--- config.mk ---
export PLATFORM = sky130hd
export DESIGN_NAME = multiply_by_three
export DESIGN_NICKNAME = d
export VERILOG_FILES = /design/src/rtl/multiply_by_three.sv
export SDC_FILE = /design/constraint.sdc
export NUM_CORES = 1
export LEC_CHECK = 0
export ABC_AREA = 1
export CAP_MARGIN = 25
export CORE_MARGIN = 5
export CORE_UTILIZATION = 25
export CTS_CLUSTER_DIAMETER = 60
export DETAILED_ROUTE_END_ITERATION = 10
export GPL_ROUTABILITY_DRIVEN = 0
export HOLD_SLACK_MARGIN = 0.02
export SLEW_MARGIN = 20
export SYNTH_ARGS = -nofsm -noshare
export SYNTH_HDL_FRONTEND = slang
export SYNTH_SLANG_ARGS = --single-unit
--- constraint.sdc ---
create_clock -name clk -period 1.2 [get_ports clk]
set_clock_uncertainty 0.05 [all_clocks]
set_input_delay 0.3 -clock clk [delete_from_list [all_inputs] [get_ports clk]]
set_output_delay 0.3 -clock clk [all_outputs]
set_load 0.01 [all_outputs]
--- src/rtl/multiply_by_three.sv ---
// Bit-serial reconstructor that computes 3*q + r, one result bit per clock, LSB first.
// It is the inverse of the serial divide-by-three unit.
module multiply_by_three #(
  parameter int DATAWIDTH = 16
) (
  input  logic                 clk,
  input  logic                 rst_n,
  input  logic                 vld_in,
  input  logic [DATAWIDTH-1:0] quotient_in,
  input  logic [1:0]           reminder_in,
  output logic                 in_rdy,
  output logic [DATAWIDTH+1:0] data_out,
  output logic                 vld_out
);

  localparam int CNT_W = $clog2(DATAWIDTH + 2);
  localparam logic [CNT_W-1:0] LAST_BIT = CNT_W'(DATAWIDTH + 1);

  typedef enum logic {
    IDLE,
    CALC
  } state_t;

  state_t               state_q, state_d;
  logic [DATAWIDTH-1:0] q_sr;
  logic                 q_prev;
  logic [1:0]           carry;
  logic [CNT_W-1:0]     cnt;
  logic [DATAWIDTH+1:0] res_sr;

  logic                 load;
  logic                 last;
  logic [2:0]           sum;
  logic [DATAWIDTH+1:0] res_next;

  // 3q = q + 2q: each result bit adds q[i], q[i-1] and the running carry.
  // The carry starts out holding r, which folds the remainder into bit 0.
  always_comb begin
    sum      = 3'(q_sr[0]) + 3'(q_prev) + 3'(carry);
    res_next = {sum[0], res_sr[DATAWIDTH+1:1]};
  end

  // NOTE: every output of this block gets a default first, so no path through the case leaves one unassigned and no latch is inferred.
  always_comb begin
    state_d = state_q;
    load    = 1'b0;
    last    = 1'b0;
    in_rdy  = (state_q == IDLE);
    case (state_q)
      IDLE: begin
        if (vld_in) begin
          load    = 1'b1;
          state_d = CALC;
        end
      end
      CALC: begin
        if (cnt == LAST_BIT) begin
          last    = 1'b1;
          state_d = IDLE;
        end
      end
      default: state_d = IDLE;
    endcase
  end

  // NOTE: sequential state uses non-blocking assignments so that every register samples its pre-edge value.
  always_ff @(posedge clk or negedge rst_n) begin
    if (!rst_n) begin
      state_q <= IDLE;
    end else begin
      state_q <= state_d;
    end
  end

  always_ff @(posedge clk or negedge rst_n) begin
    if (!rst_n) begin
      q_sr     <= '0;
      q_prev   <= 1'b0;
      carry    <= 2'b00;
      cnt      <= '0;
      res_sr   <= '0;
      data_out <= '0;
      vld_out  <= 1'b0;
    end else begin
      vld_out <= last;
      if (load) begin
        q_sr   <= quotient_in;
        carry  <= reminder_in;
        q_prev <= 1'b0;
        cnt    <= '0;
        res_sr <= '0;
      end else if (state_q == CALC) begin
        // The top two bits shift in zeros, which flushes q[W-1] and the carry.
        q_sr   <= q_sr >> 1;
        q_prev <= q_sr[0];
        carry  <= sum[2:1];
        cnt    <= cnt + CNT_W'(1);
        res_sr <= res_next;
      end
      if (last) begin
        data_out <= res_next;
      end
    end
  end

endmodule

==> flow_results.org <==
** Clock tree
- TritonCTS buffer count :: 9
- Clock sink count :: 61
- Root Driver :: sky130_fd_sc_hd__clkbuf_8
- TritonCTS clock tree :: built
- Clock-pin slew of the registers on the worst-case setup and hold paths :: 70 ps
- The H-tree generated during clock tree synthesis spans 3 levels.
- Maximum count of clock buffers along a single path :: 2
- Clk Latency, worst-skew pair :: 340 ps

** Worst setup path
- Setup slack on the worst reg-to-reg path comes out at -130 ps.
- Worst flop-to-flop path endpoint :: data_out[17]$_DFFE_PN0P_
- Highest net fanout along the worst path :: 7
- At the worst endpoint, the arrival time is 1550 ps.
- Critical setup path kind :: reg -> reg
- Source of the worst register-to-register timing path :: cnt[1]$_DFFE_PN0P_
- The worst setup path is captured at a flop.
- Data required time of the worst path :: 1420 ps
- The worst setup path is launched from a flop.
- The number of cells on the worst reg-to-reg path is 8.
- The most critical setup path has its startpoint at cnt[1]$_DFFE_PN0P_.
- Capture point of the critical path :: data_out[17]$_DFFE_PN0P_

** Cells and area
- The library cell used most frequently in the layout, excluding fill and tap cells, is sky130_fd_sc_hd__nand2_1.
- After routing the design area is 3980 um^2.
- The finished layout holds 508 standard cells, fillers aside.
- In the final layout, the share of cells above drive strength 1 is 0.381.
- From synthesis to final layout, the design area changed by 58.6%.
- The repair_antennas step left the layout with diodes totalling 0.
- For this run, the post-layout net count is 396.
- Commonest non-fill, non-tap cells in the layout :: sky130_fd_sc_hd__nand2_1, sky130_fd_sc_hd__dfrtp_1, sky130_fd_sc_hd__buf_4, sky130_fd_sc_hd__inv_1, sky130_fd_sc_hd__nand3_1

** Detailed routing
- Remaining design rule violation count :: 0
- Total number of vias :: 2221
- In the final routed layout, each cell accounts on average for 13.2 um.
- Summed over all layers, the routed wires come to 6690 um.
- First-iteration detailed-routing DRC count :: 92
- Before antenna repair, the detailed router went through 5 iterations.
- Number of vias per cell :: 4.37
- The count of nets left with antenna violations once routing finished came out at 0.

** Place
- OpenSTA, run right after detailed placement, puts the worst setup slack at -313 ps.
- Cell area after placement :: 3240 um^2
- In this run, placement finished with an instance count of 459.
- Count of port buffers added during placement :: 40
- The wire-length estimate of the detail-placed layout is 3610 um.

** Floorplanning
- I/O pin count :: 41
- The total area inside the core boundary comes to 9770 um^2.
- Overall die height :: 110 um
- Area of the die :: 12100 um^2
- Number of cell rows :: 36
- Die width :: 110 um
- The initial utilization of the core area, before any placement, comes to 0.257.

** Timing
- Setup violations remaining at the end of the flow were counted as 37.
- Setup total negative slack on the finished layout was measured at -2410 ps.
- After layout, the worst setup slack is -128 ps.
- For the pin with the worst max-slew slack, the measured transition is 418 ps.
- Unrepaired setup endpoints after global routing :: yes
- Max frequency :: 753 MHz
- The final-report hold violation count was 0.
- Of the available clock period, the critical path in the final layout requires 1.11.
- Number of pins with negative max-slew slack in the final report :: 0
- Counting I/O delays and the setup requirement, the final critical path takes 1330 ps.
- Worst max-slew margin expressed relative to the limit :: 0.721

** Synthesis
- The netlist uses 20 different library cells.
- The biggest area contributor in the post-synthesis netlist is sky130_fd_sc_hd__dfrtp_1.
- Synth Instances :: 274
- Yosys warning count :: 0
- Post-synth top area share :: 0.608
- Top cells by area in the synthesized netlist :: sky130_fd_sc_hd__dfrtp_1, sky130_fd_sc_hd__nand2_1, sky130_fd_sc_hd__nand3_1
- The synthesized design contains 61 register bits.
- Net count of the mapped netlist :: 299
- Sequential-to-total area share from yosys stat :: 0.608
- In this run the mean area of a mapped cell was 9.16 um^2.
- Netlist area before placement :: 2510 um^2

** Global routing
- Remaining global-route overflow :: 0
- Global routing usage summed across all routing layers :: 0.103
- Initial antenna violation count :: 0
- Entering global routing, the biggest net connects 62 pins.
- The number of global-route vias before repair came to 2097.
- Wire length of the first global-routing pass :: 9660 um

** Min path
- The worst hold path was traced through 4 stages.
- The path class of the tightest hold or removal check is in -> reg.

** Pwr
- Clock network fraction of total power :: 0.189
- For this design the static power due to leakage is 0.00195 uW.
- Cell area power density :: 2270 nW/um^2
- Cell internal power was estimated by the tool at 5860 uW.
- Total Power :: 9050 uW
- Max IR drop VDD :: 1.21 mV
- Proportion of power drawn by flip-flops and latches :: 0.367
- Of the total power, the share spent switching nets is 0.352.
- Combinational group share of total power :: 0.444
- Summed over all nets, the switching power comes to 3190 uW.

** Status
- The final reports fail on negative setup slack.
- The run finished, with violations left.

** Run
- Max-cap violation count :: 0
[worst min-delay path by stage]
stage	slack, ps	endpoint	startpoint
after global placement	280	data_out[5]$_DFFE_PN0P_	rst_n
after CTS	430	data_out[0]$_DFFE_PN0P_	data_out[0]$_DFFE_PN0P_
after floorplan	-50	carry[0]$_DFFE_PN0P_	rst_n
final	380	cnt[2]$_DFFE_PN0P_	vld_in
after global routing	430	cnt[2]$_DFFE_PN0P_	vld_in
after detailed placement	290	data_out[4]$_DFFE_PN0P_	rst_n
[power by group through the flow]
stage | Sequential, uW | Combinational [uW] | Clock, uW
global placement | 3250 | 2770 | 0
CTS | 3260 | 3140 | 1750
global route | 3390 | 4380 | 1860
floorplan | 3360 | 1330 | 0
finish | 3320 | 4020 | 1710
detailed placement | 3270 | 2830 | 0
[repair_timing]
action	CTS	global route
setup buffers	12	14
setup endpoints to repair	78	66
pin swaps	5	24
cloned	2	6
endpoints found under the hold margin	61	0
resized for setup	104	52
hold buffers	1	0
[through the flow]
stage | hold WS (ps) | utilization
final | 382 | 0.407
after global routing | 426 | 0.407
after CTS | 430 | 0.364
after detailed placement | 287 | 0.331
after global placement | 285 | 0.331
after floorplan | -45.6 | -
[routing by layer]
layer | GRT usage | vias to the layer above | share of wire
li1 | - | 1080 | -
met4 | 0.0396 | 0 | 0.012
met5 | 0 | - | 0
met1 | 0.133 | 1080 | 0.45
met3 | 0.0361 | 8 | 0.045
met2 | 0.160 | 53 | 0.50
[area by class of cell]
class,count,area (um^2)
multi-input cells,174,1070
clock buffers,10,128
repair buffers,95,918
flip-flops and latches,61,1530
clock inverters,5,52.6
inverters,30,115
well taps,133,166
fillers,993,5790
[registers in the layout, indices dropped and copies added (netlist names)]
| register | flops |
|---|---|
| res_sr | 17 |
| cnt | 5 |
| vld_out | 1 |
| state_q | 1 |
| carry | 2 |
| q_sr | 16 |
| data_out | 18 |
| q_prev | 1 |
[worst max-delay path, cell delays in order, from the launching register on]
cell and delay, ps:
sky130_fd_sc_hd__dfrtp_1 400, sky130_fd_sc_hd__inv_2 90, sky130_fd_sc_hd__ha_4 130, sky130_fd_sc_hd__nand2_4 50, sky130_fd_sc_hd__nor2_4 90, sky130_fd_sc_hd__buf_12 170, sky130_fd_sc_hd__clkbuf_16 160, sky130_fd_sc_hd__nand3_2 60
sky130_fd_sc_hd__nand2_1 70
[logic make-up (layout without fill, tap and decap cells)]
| logic type | Yosys count | in the layout | synth area share |
|---|---|---|---|
| AO/OA/AOI/OAI | 24 | 24 | 0.0578 |
| adder cells (fa/ha/maj) | 4 | 4 | 0.0229 |
| buffers and inverters | 41 | 140 | 0.0697 |
| flip-flops | 61 | 61 | 0.608 |
| AND/OR/NAND/NOR | 144 | 146 | 0.242 |
[synthesized netlist by cell type]
library cell / number
sky130_fd_sc_hd__ha_1: 3
sky130_fd_sc_hd__o211ai_1: 1
sky130_fd_sc_hd__dfrtp_1: 61
sky130_fd_sc_hd__o22ai_1: 18
sky130_fd_sc_hd__nor2_1: 5
sky130_fd_sc_hd__buf_6: 1
sky130_fd_sc_hd__clkbuf_1: 3
sky130_fd_sc_hd__nand4_1: 1
sky130_fd_sc_hd__fa_1: 1
sky130_fd_sc_hd__nand2_4: 1
sky130_fd_sc_hd__buf_4: 2
sky130_fd_sc_hd__nor2_2: 2
sky130_fd_sc_hd__inv_1: 29
sky130_fd_sc_hd__nand2_1: 99
sky130_fd_sc_hd__nand3_1: 35
sky130_fd_sc_hd__o21ai_0: 4
sky130_fd_sc_hd__inv_2: 1
sky130_fd_sc_hd__buf_2: 5
sky130_fd_sc_hd__nor2_4: 1
sky130_fd_sc_hd__a21oi_1: 1
Note: power is estimated with default switching activity, not from simulation.
